<file path="src/rtl/change_pkg.sv">
// Shared types for the change arbiter: FSM state encoding and channel-index width.
// Latency: n/a (package).
// Backpressure: n/a (package).
package change_pkg;

    typedef enum logic [0:0] {
        ARB_IDLE    = 1'b0,
        ARB_PRESENT = 1'b1
    } arb_state_e;

    // Width of a channel index; never below one bit so a 1-channel slice still elaborates.
    function automatic int ch_w(input int n);
        return (n < 2) ? 1 : $clog2(n);
    endfunction

endpackage

</file>
<file path="src/rtl/chg_slot.sv">
// One monitored channel: shadow of the last seen word, pending flag and the value to report.
// Latency: a differing word sets pending on the same edge it is sampled.
// Backpressure: none; a new change while pending overwrites the latched value (coalesce).
module chg_slot #(
    parameter int DATA_WIDTH = 8
) (
    input  logic                  i_clk,
    input  logic                  i_rst,
    input  logic                  i_en,
    input  logic [DATA_WIDTH-1:0] i_word,
    input  logic                  i_clr,
    output logic                  o_pending,
`ifdef CHANGE_ARBITER_OVERRUN_EN
    output logic                  o_coalesce,
`endif
    output logic [DATA_WIDTH-1:0] o_latched
);

    logic [DATA_WIDTH-1:0] shadow_q;
    logic [DATA_WIDTH-1:0] latched_q;
    logic                  pending_q;
    logic                  change;

    assign change = i_en && (i_word != shadow_q);

    always_ff @(posedge i_clk or posedge i_rst) begin
        if (i_rst) begin
            shadow_q  <= '0;
            latched_q <= '0;
            pending_q <= 1'b0;
        end else begin
            if (change) begin
                shadow_q  <= i_word;
                latched_q <= i_word;
            end
            // A change on the grant edge wins over the clear so that value is not lost.
            if (change) begin
                pending_q <= 1'b1;
            end else if (i_clr) begin
                pending_q <= 1'b0;
            end
        end
    end

`ifdef CHANGE_ARBITER_OVERRUN_EN
    // On the grant edge the old value is being reported, so nothing is actually lost.
    assign o_coalesce = change && pending_q && !i_clr;
`endif

    assign o_pending = pending_q;
    assign o_latched = latched_q;

endmodule

</file>
<file path="src/rtl/change_arbiter.sv">
// Watches NUM_CH words and reports each change as (channel, value) round-robin; optional CHANGE_ARBITER_OVERRUN_EN.
// Latency: change sampled at edge k is presented after edge k+1; one event per two cycles at most.
// Backpressure: o_ch/o_data hold while i_ready=0; further changes coalesce in their slot.
module change_arbiter
    import change_pkg::*;
#(
    parameter  int NUM_CH     = 4,
    parameter  int DATA_WIDTH = 8,
    localparam int CW         = ch_w(NUM_CH)
) (
    input  logic                         i_clk,
    input  logic                         i_rst,
    input  logic                         i_en,
    input  logic [NUM_CH*DATA_WIDTH-1:0] i_data,
    output logic                         o_valid,
    input  logic                         i_ready,
    output logic [CW-1:0]                o_ch,
    output logic [DATA_WIDTH-1:0]        o_data,
    output logic                         o_overrun
);

    arb_state_e            state_q, state_d;
    logic [CW-1:0]         last_q, last_d;
    logic [CW-1:0]         ch_q, ch_d;
    logic [DATA_WIDTH-1:0] data_q, data_d;

    logic [NUM_CH-1:0]     pend;
    logic [NUM_CH-1:0]     clr;
    logic [DATA_WIDTH-1:0] latched [NUM_CH];
`ifdef CHANGE_ARBITER_OVERRUN_EN
    logic [NUM_CH-1:0]     coal;
`endif

    for (genvar k = 0; k < NUM_CH; k++) begin : g_slot
        chg_slot #(
            .DATA_WIDTH(DATA_WIDTH)
        ) u_slot (
            .i_clk     (i_clk),
            .i_rst     (i_rst),
            .i_en      (i_en),
            .i_word    (i_data[k*DATA_WIDTH +: DATA_WIDTH]),
            .i_clr     (clr[k]),
            .o_pending (pend[k]),
`ifdef CHANGE_ARBITER_OVERRUN_EN
            .o_coalesce(coal[k]),
`endif
            .o_latched (latched[k])
        );
    end

    // Round-robin search: first pending channel starting one past the last grant.
    logic [CW-1:0] grant;
    logic [CW-1:0] idx;
    logic          found;

    always_comb begin
        grant = last_q;
        idx   = last_q;
        found = 1'b0;
        for (int i = 1; i <= NUM_CH; i++) begin
            idx = CW'((int'(last_q) + i) % NUM_CH);
            if (!found && pend[idx]) begin
                found = 1'b1;
                grant = idx;
            end
        end
    end

    always_comb begin
        state_d = state_q;
        last_d  = last_q;
        ch_d    = ch_q;
        data_d  = data_q;
        clr     = '0;
        case (state_q)
            ARB_IDLE: begin
                if (found) begin
                    state_d    = ARB_PRESENT;
                    last_d     = grant;
                    ch_d       = grant;
                    data_d     = latched[grant];
                    clr[grant] = 1'b1;
                end
            end
            ARB_PRESENT: begin
                if (i_ready) begin
                    state_d = ARB_IDLE;
                end
            end
            default: state_d = ARB_IDLE;
        endcase
    end

    always_ff @(posedge i_clk or posedge i_rst) begin
        if (i_rst) begin
            state_q <= ARB_IDLE;
            last_q  <= CW'(NUM_CH - 1);
            ch_q    <= '0;
            data_q  <= '0;
        end else begin
            state_q <= state_d;
            last_q  <= last_d;
            ch_q    <= ch_d;
            data_q  <= data_d;
        end
    end

    assign o_valid = (state_q == ARB_PRESENT);
    assign o_ch    = ch_q;
    assign o_data  = data_q;

`ifdef CHANGE_ARBITER_OVERRUN_EN
    logic ovr_q;

    always_ff @(posedge i_clk or posedge i_rst) begin
        if (i_rst) begin
            ovr_q <= 1'b0;
        end else if (|coal) begin
            ovr_q <= 1'b1;
        end
    end

    assign o_overrun = ovr_q;
`else
    assign o_overrun = 1'b0;
`endif

endmodule
</file>
<file path="config.mk">
export PLATFORM = sky130hd
export DESIGN_NAME = change_arbiter
export DESIGN_NICKNAME = d
export VERILOG_FILES = /design/src/rtl/change_pkg.sv /design/src/rtl/chg_slot.sv /design/src/rtl/change_arbiter.sv
export SDC_FILE = /design/constraint.sdc
export NUM_CORES = 1
export LEC_CHECK = 0
export CAP_MARGIN = 20
export CORE_ASPECT_RATIO = 0.5
export CORE_MARGIN = 2
export CORE_UTILIZATION = 47
export DETAILED_ROUTE_END_ITERATION = 10
export PLACE_DENSITY_LB_ADDON = 0.12
export SLEW_MARGIN = 10
export SYNTH_ARGS = -nofsm -noshare
export SYNTH_HDL_FRONTEND = slang
export SYNTH_SLANG_ARGS = --single-unit
</file>
<file path="constraint.sdc">
create_clock -name i_clk -period 2 [get_ports i_clk]
set_clock_uncertainty 0.1 [all_clocks]
set_input_delay 0.2 -clock i_clk [delete_from_list [all_inputs] [get_ports i_clk]]
set_output_delay 0.2 -clock i_clk [all_outputs]
set_load 0.05 [all_outputs]
</file>
==> metrics <==
syn avg cell area around 12 sq um; CTS sink cnt 49; number of hold buffers added after CTS 0; Cells after Synth 220; crit path max fanout 18; layout cell share with drive strength beyond 1 0.293; via count 1843; first-pass GRT wire length just over 9000 microns; PD cells 1180 mW/mm^2; Max-Slew Margin vs Limit 0.667; Worst R2R Path Depth 5; drc violations 0; Clock Latency Late Sink 0.30 ns; hpwl dp about 4300 microns; period utilization 0.938; num rows 19; Hold Slack 0.0536 ns; Synthesized Nets 256; Leak Pwr 1.32 nW; Initial Util 0.484; RSZ-0062 raised after global routing false; die footprint 0.00626 sq mm; Std-Cell Core Area 0.00544 sq mm; WL/cell 15.3 microns; CP top delay family flip-flops; Die X 110 microns; YS warnings 0; switching share of power 0.403; ranking of synthesized cells by area dfrtp_1 (45%), mux2_2 (13%), xnor2_1 (11%); 1st-pass router iterations 4; FMAX 533 MHz; setup TNS 0 ns; Initial DRC Count 85; n_diodes 0; PortBufs 46; Setup Viol. Count Final 0; Area Growth Syn to Fin 27.9%; mapped cell area about 0.0026 sq mm; Hold Fails Final Rpt 0; post-synth top area share 0.446; NumNets Final 318; Combinational Power Share 0.468; GR Overflow Total 0; Crit. End Element flip-flop; CTS max path bufs 2; part of the power in registers 0.354; initial antenna violation count 0; H-Tree Depth 2; clock-pin slew on the worst setup and hold paths about 0.09 ns; Seq cells post-synth 49; WL final 5450 microns; post-CTS setup buffers 0; final core utilization 0.619; Final Max Slew Viols 0; RR Startpoint last_q[1]; Die Height 56.9 microns; Period minus WS final 1.88 ns; Crit-path slowest cell dfstp_2; Int Pwr 2.38 mW; CP cell instances nand2b_1, a21o_1, and3_4, mux2i_1, a211oi_2; critical path data arrival time just under 2 ns; Clock Power Share 0.178; Seq/Total Area, Yosys 0.466; via density per instance roughly 5.2; GRT Resource Usage Total 0.194; Slew @ Worst Pin between 0.4 and 0.5 ns; GP Congestion about 0.79; TritonCTS Buffers 5; Resize count post-CTS 0; Root Driver clkbuf_8; Buffers & Inverters on Critical Path 0; worst vdd ir ~0.50 mV; RR Endpoint o_data[7]; Distinct cells, synth 35; vias in the first global route 1882; WP data required 2.08 ns; design area 0.00337 sq mm; status finished, final reports clean; CP Launch Type flip-flop; switching power roughly 1.6 mW; area leader, netlist dfrtp_1; # IOs 48; largest net degree at the start of global routing 24; Crit path largest cell delay 0.59 ns; Hold Path Class input port to async pin; number of max-cap violations 0; Area after DPL 0.00325 sq mm; FF-to-FF setup slack 0.12 ns; critical path type flip-flop to flip-flop; CTS tree yes; antenna-violating nets left 0
## layer usage
layer  global-route usage  share of wire  wire length (microns)
met4               0.0253         0.0033                     18
met1                0.298           0.52                   2830
met3               0.0526          0.061                    330
met5                    0              0                      0
met2                0.281           0.42                   2270
## through the flow
| step | total power [mW] | cells | worst slack, ns |
|---|---|---|---|
| 2_1_floorplan | 2.81 | 220 | 0.129 |
| 3_3_place_gp | 3.26 | 348 | 0.116 |
| 3_5_place_dp | 3.30 | 348 | 0.102 |
| 4_1_cts | 4.02 | 356 | 0.106 |
| 5_1_grt | 4.24 | 356 | 0.0222 |
| 6_report | 3.99 | 356 | 0.124 |
## cell usage after synthesis
cell and count:
a31oi_1 8, nand3b_1 1, and3_4 2, nand4_1 8, o21ai_2 1, nor2_2 1
buf_4 1, o31ai_2 1, o21ai_1 5, nand4_4 1, buf_2 1, nor4_2 1
a211oi_1 2, clkbuf_1 2, nor3_4 1, a211oi_2 14, nand2b_1 2, conb_1 1
nand2_1 8, o21ai_0 2, nor2b_1 1, nor2_1 15, inv_1 9, or3_4 1
nand3_1 1, xnor2_1 32, a21oi_1 2, dfstp_2 2, mux2i_1 9, o21a_1 1
a21o_1 2, mux2_2 31, buf_6 3, o41ai_1 1, dfrtp_1 47
## placed cells by master, fill, tap and decap left out, drive strengths merged, types with 5 or more instances in the layout
cell and n:
o21ai 8, buf 17, inv 9, clkdlybuf4s50 45
mux2 31, a31oi 8, nand2 8, xnor2 32
nand4 9, a211oi 16, nor2 16, dfrtp 47
clkbuf 5, mux2i 9
## layout make-up
cell class                      instances  area, sq um
Sequential cell                        49         1230
Tap cell                               73         91.3
Clock buffer                            5         68.8
Timing Repair Buffer                   62          578
Fill cell                             446         2070
Inverter                                9         33.8
Clock inverter                          3         46.3
Multi-Input combinational cell        155         1320
## power by group through the flow
| stage | combinational, mW | clock, mW | sequential [mW] |
|---|---|---|---|
| floorplan | 1.08 | 0 | 1.74 |
| detailed placement | 1.87 | 0 | 1.43 |
| global route | 2.00 | 0.787 | 1.45 |
| finish | 1.86 | 0.712 | 1.41 |
| CTS | 1.87 | 0.739 | 1.41 |
| global placement | 1.84 | 0 | 1.42 |
## worst max path at each step
stage	start	endpoint	slack (ns)	depth (start not counted)
after global routing	last_q[1]	o_data[7]	0.02	5
after CTS	g_slot[1].u_slot.o_pending	o_data[0]	0.11	5
final	last_q[1]	o_data[7]	0.12	5
after floorplan	last_q[1]	o_data[3]	0.13	8
after global placement	g_slot[1].u_slot.o_pending	o_data[0]	0.12	5
after detailed placement	i_data[19]	g_slot[2].u_slot.o_latched[7]	0.10	6
## flip-flops by register name, summed over array words and instances, names as in the netlist
name and cells:
o_ch 2, g_slot.u_slot.o_latched 24, g_slot.u_slot.shadow_q 8, o_data 8, o_valid 1, g_slot.u_slot.o_pending 4, last_q 2
## logic make-up (layout without fill, tap and decap cells)
kind of cell	Yosys count	after routing	share of synthesized area
simple gates	43	43	0.0978
buf+inv	16	79	0.0332
flops	49	49	0.466
mux	40	40	0.167
xor+xnor	32	32	0.106
compound gates	39	39	0.128
other cells	1	1	0.00142
No activity file was read; power rests on OpenSTA's default activity.
